==> config.mk <==
export PLATFORM = sky130hd
export DESIGN_NAME = wave_gen
export DESIGN_NICKNAME = d
export VERILOG_FILES = /design/src/rtl/wave_gen.sv
export SDC_FILE = /design/constraint.sdc
export NUM_CORES = 1
export LEC_CHECK = 0
export BUFFER_PORTS_ARGS = -buffer_cell sky130_fd_sc_hd__buf_4
export CORE_UTILIZATION = 59
export DETAILED_ROUTE_END_ITERATION = 12
export PLACE_DENSITY_LB_ADDON = 0.2
export SLEW_MARGIN = 20
export SYNTH_ARGS = -nofsm -noshare
export SYNTH_HDL_FRONTEND = slang
export SYNTH_SLANG_ARGS = --single-unit
==> constraint.sdc <==
create_clock -name clk -period 5.49 [get_ports clk]
set_clock_uncertainty 0.15 [all_clocks]
set_input_delay 1.098 -clock clk [delete_from_list [all_inputs] [get_ports clk]]
set_output_delay 1.098 -clock clk [all_outputs]
set_load 0.005 [all_outputs]
==> src/rtl/wave_gen.sv <==
// Phase-accumulator waveform generator.
// A one-cycle step strobe from the clock divider advances the phase, and
// the resulting sample is offered on a valid/ready stream one cycle later.
// Available waveforms: square, sawtooth, triangle and midscale DC.
module wave_gen #(
  parameter int DATA_W  = 8,
  parameter int PHASE_W = 8
) (
  input  logic               clk,
  input  logic               rst_n,
  input  logic               enable,
  input  logic               step_en,
  input  logic [1:0]         wave_sel,
  input  logic [PHASE_W-1:0] phase_inc,
  output logic [DATA_W-1:0]  sample,
  output logic               sample_valid,
  input  logic               sample_ready,
  output logic               cycle_done,
  output logic               overrun
);

  typedef enum logic [1:0] {
    IDLE  = 2'd0,
    PRIME = 2'd1,
    RUN   = 2'd2
  } state_e;

  state_e              state_q, state_d;
  logic [PHASE_W-1:0]  phase_q, phase_d;
  logic [DATA_W-1:0]   sample_q, sample_d;
  logic                valid_q, valid_d;
  logic                cycle_done_q, cycle_done_d;
  logic                overrun_q, overrun_d;

  // The extra top bit catches the carry out of the accumulator; that carry marks a wrap.
  logic [PHASE_W:0]    sum_s;

  // Maps a phase value to a sample for the selected waveform.
  // All shapes are built from the top DATA_W bits of the phase.
  function automatic logic [DATA_W-1:0] wave_fn(input logic [PHASE_W-1:0] ph,
                                                 input logic [1:0]         sel);
    logic [DATA_W-1:0] p;
    logic [DATA_W-1:0] t;
    p = ph[PHASE_W-1 -: DATA_W];
    // The triangle rises over the first half-period at twice the sawtooth slope.
    // It falls over the second half as the mirror image.
    t = {p[DATA_W-2:0], 1'b0};
    case (sel)
      2'b00:   wave_fn = {DATA_W{ph[PHASE_W-1]}};
      2'b01:   wave_fn = p;
      2'b10:   wave_fn = ph[PHASE_W-1] ? ~t : t;
      2'b11:   wave_fn = {1'b1, {(DATA_W-1){1'b0}}};
      default: wave_fn = {DATA_W{1'b0}};
    endcase
  endfunction

  assign sum_s = {1'b0, phase_q} + {1'b0, phase_inc};

  // Next-state logic: FSM transitions, phase advance, sample load and handshake.
  always_comb begin
    state_d      = state_q;
    phase_d      = phase_q;
    sample_d     = sample_q;
    valid_d      = valid_q;
    cycle_done_d = 1'b0;
    overrun_d    = overrun_q;
    case (state_q)
      IDLE: begin
        // Step strobes are ignored here; only enable can move the FSM out of IDLE.
        phase_d   = {PHASE_W{1'b0}};
        valid_d   = 1'b0;
        overrun_d = 1'b0;
        if (enable) begin
          state_d = PRIME;
        end else begin
          state_d = IDLE;
        end
      end
      PRIME: begin
        if (!enable) begin
          state_d   = IDLE;
          phase_d   = {PHASE_W{1'b0}};
          valid_d   = 1'b0;
          overrun_d = 1'b0;
        end else begin
          // Offer the phase-0 sample so the consumer sees data before the first step.
          // Any step strobe that lands in this cycle is dropped.
          state_d  = RUN;
          phase_d  = {PHASE_W{1'b0}};
          sample_d = wave_fn({PHASE_W{1'b0}}, wave_sel);
          valid_d  = 1'b1;
        end
      end
      RUN: begin
        if (!enable) begin
          // sample keeps its last value; only the stream state is cleared.
          state_d   = IDLE;
          phase_d   = {PHASE_W{1'b0}};
          valid_d   = 1'b0;
          overrun_d = 1'b0;
        end else if (step_en) begin
          state_d      = RUN;
          phase_d      = sum_s[PHASE_W-1:0];
          sample_d     = wave_fn(sum_s[PHASE_W-1:0], wave_sel);
          valid_d      = 1'b1;
          cycle_done_d = sum_s[PHASE_W];
          // A step in the same cycle as a transfer is not an overrun.
          // Only replacing a sample that was never accepted counts.
          if (valid_q && !sample_ready) begin
            overrun_d = 1'b1;
          end else begin
            overrun_d = overrun_q;
          end
        end else if (valid_q && sample_ready) begin
          state_d = RUN;
          valid_d = 1'b0;
        end else begin
          state_d = RUN;
        end
      end
      default: begin
        state_d   = IDLE;
        phase_d   = {PHASE_W{1'b0}};
        valid_d   = 1'b0;
        overrun_d = 1'b0;
      end
    endcase
  end

  // State and datapath registers with asynchronous reset.
  always_ff @(posedge clk or negedge rst_n) begin
    if (!rst_n) begin
      state_q      <= IDLE;
      phase_q      <= {PHASE_W{1'b0}};
      sample_q     <= {DATA_W{1'b0}};
      valid_q      <= 1'b0;
      cycle_done_q <= 1'b0;
      overrun_q    <= 1'b0;
    end else begin
      state_q      <= state_d;
      phase_q      <= phase_d;
      sample_q     <= sample_d;
      valid_q      <= valid_d;
      cycle_done_q <= cycle_done_d;
      overrun_q    <= overrun_d;
    end
  end

  assign sample       = sample_q;
  assign sample_valid = valid_q;
  assign cycle_done   = cycle_done_q;
  assign overrun      = overrun_q;

endmodule

==> impl_metrics.yaml <==
power_and_ir_drop:
  p_int_mw: 0.301
  cellPowerDensity_nw_per_um2: 273
  p_leak_nw: 0.832
  peakVddDrop_v: 0.000210
  clockPowerShare: 0.173
  swShare: 0.352
  switchingPower_mw: 0.164
  combPwrFrac: 0.392
  sequentialPowerShare: 0.435
global_routing:
  grt_overflow: 0
  grt_max_degree: 22
  track_usage: 0.282
  grt_pass1_wl_um: 5410
  antenna_found_initial: 0
  grt_pass1_vias: 1185
route:
  drtIter0Drc: 16
  drc_errors: 0
  drtAntennaViolNets: 0
  via_count: 1266
  avgViaCountPerCell: 6.24
  drt_wl_total_um: 3310
  routedWlPerCell_um: 16.3
  drt_pass1_iterations: 4
layout:
  finish.utilization: 0.747
  stdcell_area_um2: 1700
  nets: 204
  syn_to_final_growth_pct: 15.4
  layout-drive-gt1-share: 0.206
  diodes: 0
  nFillCells: 159
critical_path:
  end_kind: "register"
  crit_type: "in2reg"
  required_ns: 5.54
  path_max_fanout: 4
  startpoint_type: "primary input"
  cp.arrival_ns: 2.98
timing:
  tightestPinTransition_ns: 0.651
  drv_slew: 0
  min_period_ns: 2.93
  fin_setup_tns_ns: 0
  hold_violations: 0
  min_period_over_period: 0.533
  final-setup-viol-count: 0
  rsz0062_at_grt: "false"
  max_freq_mhz: 341
  relSlewSlack: 0.563
synth:
  synth_top_cell_by_area: "dfrtp_1"
  syn-num-nets: 178
  yosysSeqAreaShare: 0.357
  synth_area_leaders: "dfrtp_1, ha_1, mux2i_1"
  synth_warnings: 0
  synthDistinctLibCells: 40
  synth.avg_cell_area_um2: 9.83
  syn-instance-count: 150
  synth_top_area_share: 0.357
  ys_ff_latch: 21
  netlist_area_um2: 1470
placed_design:
  post_dp_cell_area_um2: 1670
  gp_congestion: 0.949
  dp_hpwl_um: 2550
  io_buffers: 25
clock_tree:
  clkLatencyLatePin_ns: 0.32
  cts_tree: "built"
  cts-buffers-inserted: 3
  cts_root_buf: "clkbuf_4"
  ctsResizeCount: 0
  cts-htree-levels: 1
  clockBufferDepth: 2
  cts_sinks: 21
  clkTransAtPathRegs_ns: 0.12
  postCtsSetupRepairBufs: 0
  cts_hold_buf: 0
status:
  outcome: "completed"
floorplan:
  initial_core_util: 0.648
  die_area_um2: 2700
  die_x_um: 52.0
  fp.dieH_um: 52.0
  core_area_um2: 2280
  top_level_ports: 26
  rows: 17
flow_run:
  drv_cap: 0
worst_hold_path:
  hp-class: "reg2reg"
[synthesized netlist by cell type, drive strengths merged]
cell type,n
buf,2
or2,1
a211oi,7
ha,12
or3,1
nor3b,1
a21o,2
a21oi,4
and3b,2
xor2,1
o221a,1
fa,1
nand2b,3
mux2,1
and2,2
nor2b,3
nand2,10
nor4b,1
nand3,1
nor3,2
clkbuf,2
or4b,1
mux2i,9
o22a,1
dfrtp,21
o21a,1
nor4bb,1
and4,1
xnor2,7
nor2,16
o21ai,15
o211a,3
o21ba,1
o211ai,5
a22oi,5
inv,3
[cell families (layout without fill, tap and decap cells)]
logic type,after synthesis,after routing,share of synthesized area
AND/OR/NAND/NOR,46,46,0.171
AO/OA/AOI/OAI,45,45,0.217
flip-flops,21,21,0.357
adder cells (fa/ha/maj),13,13,0.115
multiplexers,10,10,0.0688
XOR/XNOR,8,8,0.0475
buffers and inverters,7,32,0.0229
[final cells by class]
| cell class | instances | area [um2] | share of cell area |
|---|---|---|---|
| Inverter | 3 | 11.3 | 0.00662 |
| Timing Repair Buffer | 25 | 188 | 0.110 |
| Tap cell | 28 | 35.0 | 0.0206 |
| Clock buffer | 4 | 26.3 | 0.0155 |
| Sequential cell | 21 | 526 | 0.309 |
| Multi-Input combinational cell | 122 | 915 | 0.538 |
[layout by cell type, fill, tap and decap left out, drive strengths merged, types with 3 or more instances in the layout]
cell / instances
a21oi: 4
o211a: 3
nor2: 16
ha: 12
a211oi: 7
o211ai: 5
buf: 25
xnor2: 7
nand2b: 3
dfrtp: 21
clkbuf: 4
inv: 3
nand2: 10
nor2b: 3
o21ai: 15
mux2i: 9
a22oi: 5
[worst max-delay path, stage by stage]
cell and delay, ns:
buf_4 0.11, ha_1 0.23, fa_1 0.44, a211oi_1 0.34
nor2_1 0.14, o211ai_2 0.31, and4_1 0.27, a211oi_2 0.04
[worst paths after layout]
| kind | start | to | slack [ns] | depth (start not counted) |
|---|---|---|---|---|
| min in group asynchronous | rst_n | phase_q[5] | 0.48 | 1 |
| max in group asynchronous | rst_n | sample[3] | 4.48 | 1 |
| worst min register to register | sample[2] | sample[2] | 0.35 | 2 |
| worst max-delay path | phase_inc[0] | sample[7] | 2.56 | 8 |
| worst max register to register | phase_q[0] | sample[7] | 3.04 | 7 |
| worst min-delay path | sample[2] | sample[2] | 0.35 | 2 |
[registers in the layout, summed over array words and instances (netlist names)]
register      cells
phase_q           8
sample            8
state_q           2
cycle_done        1
overrun           1
sample_valid      1
[stage by stage]
step	power, mW	hold WS (ns)	cells	worst slack [ns]
2_1_floorplan	0.314	0.323	150	2.55
3_3_place_gp	0.378	0.320	199	2.32
3_5_place_dp	0.386	0.332	199	2.26
4_1_cts	0.464	0.356	203	2.58
5_1_grt	0.493	0.370	203	2.45
6_report	0.464	0.350	203	2.56
[power by group through the flow]
stage                     Clock, mW  Combinational, mW  Sequential, mW
final                        0.0804              0.182           0.202
after global routing         0.0875              0.201           0.204
after CTS                    0.0798              0.182           0.202
after detailed placement          0              0.181           0.205
after global placement            0              0.176           0.202
after floorplan                   0              0.112           0.202
[per-layer routing]
metal / up-vias / global-route usage / share of wire
li1: 607 / - / -
met1: 614 / 0.351 / 0.43
met2: 38 / 0.489 / 0.51
met3: 7 / 0.0380 / 0.037
met4: 0 / 0.104 / 0.017
met5: - / 0 / 0
No activity file was read; power rests on OpenSTA's default activity.
